## src/rtl/confreg_responder.sv

```systemverilog
// Memory-mapped peripheral responder on the CPU data-SRAM port: LEDs, 7-seg value,
// switches, scratch register, free-running timer with compare interrupt and sim flags.
module confreg_responder #(
  parameter logic [15:0] BASE_HI    = 16'h1faf,
  parameter bit          SIMULATION = 1'b1
) (
  input  logic        clk,
  input  logic        resetn,
  input  logic        data_sram_en,
  input  logic [3:0]  data_sram_wen,
  input  logic [31:0] data_sram_addr,
  input  logic [31:0] data_sram_wdata,
  output logic [31:0] data_sram_rdata,
  input  logic [15:0] switch,
  output logic [15:0] led,
  output logic [1:0]  led_rg0,
  output logic [1:0]  led_rg1,
  output logic [31:0] num_data,
  output logic        timer_int
);

  localparam logic [15:0] OFF_CR0    = 16'h0000;
  localparam logic [15:0] OFF_LED    = 16'hf000;
  localparam logic [15:0] OFF_RG0    = 16'hf004;
  localparam logic [15:0] OFF_RG1    = 16'hf008;
  localparam logic [15:0] OFF_NUM    = 16'hf010;
  localparam logic [15:0] OFF_SWITCH = 16'hf020;
  localparam logic [15:0] OFF_TIMER  = 16'hf100;
  localparam logic [15:0] OFF_CMP    = 16'hf104;
  localparam logic [15:0] OFF_STAT   = 16'hf108;
  localparam logic [15:0] OFF_SIMU   = 16'hffec;
  localparam logic [15:0] OFF_IO     = 16'hfff8;

  logic [31:0] cr0_q, cr0_d, num_q, num_d, timer_q, timer_d, cmp_q, cmp_d;
  logic [31:0] io_q, io_d, rdata_q, rdata_d, rd_val;
  logic [15:0] led_q, led_d, sw_meta_q, sw_sync_q, off;
  logic [1:0]  rg0_q, rg0_d, rg1_q, rg1_d;
  logic        ten_q, ten_d, pend_q, pend_d;
  logic        hit, wr, rd, pend_set, pend_clr;

  function automatic logic [31:0] merge_bytes(input logic [31:0] old_v, input logic [31:0] new_v,
                                              input logic [3:0] be);
    logic [31:0] r;
    for (int i = 0; i < 4; i++) r[i*8 +: 8] = be[i] ? new_v[i*8 +: 8] : old_v[i*8 +: 8];
    return r;
  endfunction

  // A request is taken in every cycle data_sram_en is high; there is no stall, so a
  // read always returns its data on data_sram_rdata exactly one cycle later.
  always_comb begin
    hit      = (data_sram_addr[31:16] == BASE_HI);
    off      = data_sram_addr[15:0] & 16'hfffc;
    wr       = data_sram_en && (data_sram_wen != 4'b0000) && hit;
    rd       = data_sram_en && (data_sram_wen == 4'b0000);
    cr0_d    = cr0_q;
    led_d    = led_q;
    rg0_d    = rg0_q;
    rg1_d    = rg1_q;
    num_d    = num_q;
    cmp_d    = cmp_q;
    ten_d    = ten_q;
    io_d     = io_q;
    timer_d  = timer_q + 32'd1;
    pend_set = (timer_q == cmp_q) && ten_q;
    pend_clr = 1'b0;
    if (wr) begin
      case (off)
        OFF_CR0: cr0_d = merge_bytes(cr0_q, data_sram_wdata, data_sram_wen);
        OFF_LED: begin
          if (data_sram_wen[0]) led_d[7:0]  = data_sram_wdata[7:0];
          if (data_sram_wen[1]) led_d[15:8] = data_sram_wdata[15:8];
        end
        OFF_RG0:   if (data_sram_wen[0]) rg0_d = data_sram_wdata[1:0];
        OFF_RG1:   if (data_sram_wen[0]) rg1_d = data_sram_wdata[1:0];
        OFF_NUM:   num_d = merge_bytes(num_q, data_sram_wdata, data_sram_wen);
        OFF_TIMER: timer_d = merge_bytes(timer_q, data_sram_wdata, data_sram_wen);
        OFF_CMP:   cmp_d = merge_bytes(cmp_q, data_sram_wdata, data_sram_wen);
        OFF_STAT: begin
          if (data_sram_wen[0]) begin
            ten_d    = data_sram_wdata[0];
            pend_clr = data_sram_wdata[1];
          end
        end
        OFF_IO: io_d = merge_bytes(io_q, {data_sram_wdata[15:0], data_sram_wdata[31:16]},
                                   data_sram_wen);
        default: ;
      endcase
    end
    // A compare hit in the same cycle as a clear keeps the interrupt pending.
    pend_d = pend_set | (pend_q & ~pend_clr);

    case (off)
      OFF_CR0:    rd_val = cr0_q;
      OFF_LED:    rd_val = {16'h0, led_q};
      OFF_RG0:    rd_val = {30'h0, rg0_q};
      OFF_RG1:    rd_val = {30'h0, rg1_q};
      OFF_NUM:    rd_val = num_q;
      OFF_SWITCH: rd_val = {16'h0, sw_sync_q};
      OFF_TIMER:  rd_val = timer_q;
      OFF_CMP:    rd_val = cmp_q;
      OFF_STAT:   rd_val = {30'h0, pend_q, ten_q};
      OFF_SIMU:   rd_val = {32{SIMULATION}};
      OFF_IO:     rd_val = io_q;
      default:    rd_val = 32'h0;
    endcase
    rdata_d = rdata_q;
    if (rd) rdata_d = hit ? rd_val : 32'h0;
  end

  always_ff @(posedge clk or negedge resetn) begin
    if (!resetn) begin
      cr0_q     <= 32'h0;
      led_q     <= 16'hffff;
      rg0_q     <= 2'b00;
      rg1_q     <= 2'b00;
      num_q     <= 32'h0;
      timer_q   <= 32'h0;
      cmp_q     <= 32'hffffffff;
      ten_q     <= 1'b0;
      pend_q    <= 1'b0;
      io_q      <= 32'h0;
      rdata_q   <= 32'h0;
      sw_meta_q <= 16'h0;
      sw_sync_q <= 16'h0;
    end else begin
      cr0_q     <= cr0_d;
      led_q     <= led_d;
      rg0_q     <= rg0_d;
      rg1_q     <= rg1_d;
      num_q     <= num_d;
      timer_q   <= timer_d;
      cmp_q     <= cmp_d;
      ten_q     <= ten_d;
      pend_q    <= pend_d;
      io_q      <= io_d;
      rdata_q   <= rdata_d;
      sw_meta_q <= switch;
      sw_sync_q <= sw_meta_q;
    end
  end

  assign data_sram_rdata = rdata_q;
  assign led             = led_q;
  assign led_rg0         = rg0_q;
  assign led_rg1         = rg1_q;
  assign num_data        = num_q;
  assign timer_int       = pend_q & ten_q;

endmodule

```

## config.mk

```make
export PLATFORM = sky130hd
export DESIGN_NAME = confreg_responder
export DESIGN_NICKNAME = d
export VERILOG_FILES = /design/src/rtl/confreg_responder.sv
export SDC_FILE = /design/constraint.sdc
export NUM_CORES = 1
export LEC_CHECK = 0
export ABC_AREA = 1
export CORE_ASPECT_RATIO = 1.1
export CORE_MARGIN = 2
export CORE_UTILIZATION = 30
export CTS_BUF_LIST = sky130_fd_sc_hd__clkbuf_2 sky130_fd_sc_hd__clkbuf_4 sky130_fd_sc_hd__clkbuf_8
export CTS_CLUSTER_DIAMETER = 120
export DETAILED_ROUTE_END_ITERATION = 8
export GPL_TIMING_DRIVEN = 0
export HOLD_SLACK_MARGIN = 0.1
export SLEW_MARGIN = 20
export SYNTH_ARGS = -nofsm -noshare
export SYNTH_HDL_FRONTEND = slang
export SYNTH_SLANG_ARGS = --single-unit
```

## constraint.sdc

```tcl
create_clock -name clk -period 2.1 [get_ports clk]
set_input_delay 0.315 -clock clk [delete_from_list [all_inputs] [get_ports clk]]
set_output_delay 0.315 -clock clk [all_outputs]
set_load 0.02 [all_outputs]
```

* Yosys cells after proc, flatten, opt, wreduce, memory -nomap -nowiden
Index checks and enable logic that the tools add are counted.
** Storage, ports and cells
- Flip-flop bits (word level) :: 246
- Input bits :: 87
** Operators by class
- Add/subtract/negate cells :: 1
- Eq/ne operators :: 16
- Multiplexer cells :: 11
- Bitwise operators :: 4
- Reductions and logical operators :: 28
** Operators with widths (count)
- $pmux 32 s11 :: 1
- $eq 14x14->1 const B :: 10
- $mux 32 :: 3
- $reduce_and 3->1 :: 21
- $add 32x1->32 const B :: 1
- $eq 32x32->1 :: 1
- $mux 8 :: 4
- $eq 16x13->1 const B :: 1
- $logic_not 16->1 :: 1
- $ne 3x3->1 const B :: 4
- $logic_and 1x1->1 :: 4
- $logic_not 4->1 :: 1
- $reduce_bool 4->1 :: 1
- $mux 1 :: 3
- $and 1x1->1 :: 2
- $not 1->1 :: 1
- $or 1x1->1 :: 1

* Depth between registers and ports, before layout
- Word-level depth :: 7
- Depth in mapped cells :: 13
- Depth with buffers taken out :: 12

* Worst setup path after synthesis
No wires, ideal clock.
- Path kind :: input port to flip-flop
- Start :: input port data_sram_wen[0]
- End :: register timer_q[30]
- Arrival time :: 1.589 ns
- Required time :: 1.983 ns
- Slack :: 0.395 ns
- Stages :: 9
- Cell sequence :: buf_4 > inv_2 > nand4_4 > nand4_4 > nor2_2 > buf_2 > o21ai_0 > nand2_1 > nand2_1
** Between the ends
- Cells in the longest elaborated chain, start to end :: 4
** RTL lines
- start, declared :: line 10 : input logic [3:0] data_sram_wen,
- $reduce_bool 4->1 * :: line 53 : wr = data_sram_en && (data_sram_wen != 4'b0000) && hit;
- $logic_and 1x1->1 * (2 in a row) :: line 53
- $ne 3x3->1 (no source line) or $mux 32 (tied branches)
- end signal, assigned :: line 131 : timer_q <= timer_d;
- end, declared :: line 34 : logic [31:0] cr0_q, cr0_d, num_q, num_d, timer_q, timer_d, cmp_q, cmp_d;
Every way passes the cells marked *; elsewhere a longest branch is shown, timed or not.
A chain may end at the register's enable or synchronous reset.

* Final worst setup path
- Start :: register led_q[6] (netlist: led[6])
- End :: output port led[6]
** RTL lines
- start, declared :: line 36 : logic [15:0] led_q, led_d, sw_meta_q, sw_sync_q, off;
- start signal, assigned :: line 127 : led_q <= led_d;
- end, declared :: line 15 : output logic [15:0] led,
No word-level cell between the ends.

==> results.cfg <==
[outcome]
status = complete, no violations

[routing]
num_vias = 12523
routedWlPerCell_um = 19.1
via_per_inst = 4.93
drc = 0
postRouteAntennaNets = 0
wirelength_mm = 48.4
drt_first_pass_iters = 7
drt_iter0_drc = 1185

[worst_setup_path]
cpPeakStageDelay_ns = 0.61
critPathBufInv = 1
crit_chain = clkdlybuf4s50_1
worstReg2RegStart = timer_q[2]
slowest_stage = clkdlybuf4s50_1
crit_family = buffers and inverters
cp-start-kind = flop
cp-end-kind = output port
rr_worst_depth = 8
critPathRequiredTime_ns = 1.78
worst-setup-path-type = flop to output port
r2r-end = timer_q[19]
worstPathArrival_ns = 1.74
regToRegSetupSlack_ns = 0.12
cp_max_fo = 3

[sta]
max_freq_mhz = 485
fin_ws_ns = 0.0400
maxSlewHeadroom_pct = 47.6
period_share_pct = 98.1
final-setup-viol-count = 0
fin_tns_setup_ns = 0
rsz0062_at_grt = true
period_minus_slack_ns = 2.06
hold_viol_final = 0
slew_violations = 0
tightest_slew_ns = 0.786
finalClockSkew_ns = 0.0317

[place]
gp_congestion = 0.932
placed_area_um2 = 15200
dpl_worst_slack_ns = -1.12
dp_hpwl_mm = 36.7
port-buffer-count = 166

[flow_run]
cap_viol_max_count = 0

[final_layout]
utilization_pct = 39.6
nets = 2026
final_cell_mix = nand2_1, nand3_1, dfrtp_1
area_delta_synth_final_pct = 30.5
final_area_um2 = 16700
final_common_cell = nand2_1
drive_gt1_share_pct = 14.1

[clocking]
cts_sinks = 246
tritoncts = yes
clock_tree.root_cell = clkbuf_8
cts_buffer_depth = 3
cts_max_level = 2
clk_latency_ns = 0.58
clkSlewWorstSetupHoldPaths_ns = 0.06
cts_made_buffers = 42

[synth]
synth_ff_type = dfrtp_1
postSynthAreaPerCell_um2 = 7.53
syn_nets = 1786
synth_edf_count = 0
synth_area_um2 = 12800
synth-seq-cells = 246
ys_seq_area_share_pct = 48.6
ys.warnings.count = 0
async_flop_share_pct = 100
yosys.cell_types.count = 34
syn_inst = 1698

[pwr]
p_total_mw = 10.2
p_leak_nw = 7.99
power.density_nw_per_um2 = 612
ir_drop_uv = 303

[worst_hold_path]
min_from = data_sram_wen[0]
min_to = timer_q[1]
min_path_type = input port to flop
min_path_cells = 3

[die]
row_count = 79
fp.dieH_um = 221
initial_core_util_pct = 30.3
fp.dieW_um = 201
die_area_um2 = 44300
io_pins = 172
core-area_um2 = 42200

[global_route]
grt_pass1_wl_mm = 73.2
grt_overflow = 0
track_usage_pct = 21.8
grt_pass1_vias = 12188
antenna_found_initial = 2
grt_max_degree = 97
-- Yosys cell counts (2+ instances only) --
cell / n / area [um2]
nand2_1: 575 / 2160
nand3_1: 228 / 1140
dfrtp_1: 198 / 4950
o21ai_0: 178 / 891
inv_1: 143 / 537
nor2_1: 117 / 439
dfstp_2: 48 / 1260
buf_2: 30 / 150
clkbuf_1: 29 / 109
xor2_1: 29 / 254
nand4_1: 19 / 119
a21oi_1: 16 / 80.1
nor3_1: 15 / 75.1
buf_4: 9 / 67.6
o21ai_1: 8 / 40.0
nor2_2: 6 / 37.5
nor2_4: 6 / 67.6
xnor2_1: 6 / 52.6
buf_6: 5 / 56.3
nand2_4: 5 / 56.3
inv_2: 4 / 15.0
nand3b_1: 3 / 22.5
nor3_2: 3 / 30.0
o22ai_1: 3 / 18.8
or2_2: 3 / 18.8
nand2_2: 2 / 12.5
nand4_2: 2 / 25.0
nand4_4: 2 / 42.5
-- how the worst max path moves through the flow --
stage / from / endpoint / slack (ns) / cells after the start
2_1_floorplan: data_sram_wen[0] / timer_q[30] / 0.39 / 9
3_3_place_gp: resetn / num_data[28] / -9.77 / 1
3_5_place_dp: data_sram_addr[10] / data_sram_rdata[31] / -1.12 / 14
4_1_cts: data_sram_addr[5] / data_sram_rdata[31] / -0.02 / 14
5_1_grt: data_sram_wen[3] / num_data[12] / -0.02 / 9
6_report: led[6] / led[6] / 0.04 / 1
-- state kept, by name (all words and copies together) (netlist names) --
name             count
ten_q                1
led                 16
pend_q               1
sw_sync_q           16
num_data            32
cmp_q               32
timer_q             32
sw_meta_q           16
io_q                32
led_rg0              2
cr0_q               32
data_sram_rdata     32
led_rg1              2
-- cell type report --
cell class,instances,area [um2]
clock buffer,67,847
multi-input combinational,1231,5770
timing repair buffer,202,2030
inverter,147,568
tap,567,709
buffer,68,425
fill,4378,25500
antenna,1,2.50
sequential,246,6220
clock inverter,9,120
-- layer usage --
layer | global-route usage [%] | vias up | part of all wire [%]
met5 | 0 | - | 0
met4 | 9.04 | 0 | 3.9
met3 | 2.81 | 95 | 6.1
met2 | 37.4 | 498 | 48
met1 | 27.9 | 5973 | 42
li1 | - | 5957 | -
-- through the flow --
step | cells | hold slack [ns]
finish | 2538 | 0.130
global route | 2538 | 0.143
CTS | 2528 | 0.111
detailed placement | 2433 | 0.336
global placement | 2431 | 0.336
floorplan | 1698 | 0.0194
-- cell families (layout without fill, tap and decap cells) --
kind of cell	count (synthesis)	count (layout)	synth area share, %
and+or+nand+nor	989	989	33.5
DFF	246	246	48.6
buffers and inverters	221	493	7.34
AOI/OAI and AO/OA	206	206	8.11
xor gates and xnor gates	35	35	2.40
adders and majority gates	1	1	0.0978
other	0	1	0
-- timing repair --
item                                    4_1_cts  5_1_grt
resized for setup                            29       62
buffers inserted                             14       14
hold endpoints to repair                     68        0
gates cloned                                  0        0
hold buffers                                  6        0
endpoints found under the setup margin      136      169
pin swaps                                     5        3
-- power by group --
part / switching (mW) / internal [mW]
Sequential: 0.00776 / 4.78
Combinational: 0.300 / 0.184
Clock: 2.03 / 2.92
Total: 2.34 / 7.89
Note: power is estimated with default switching activity, not from simulation.
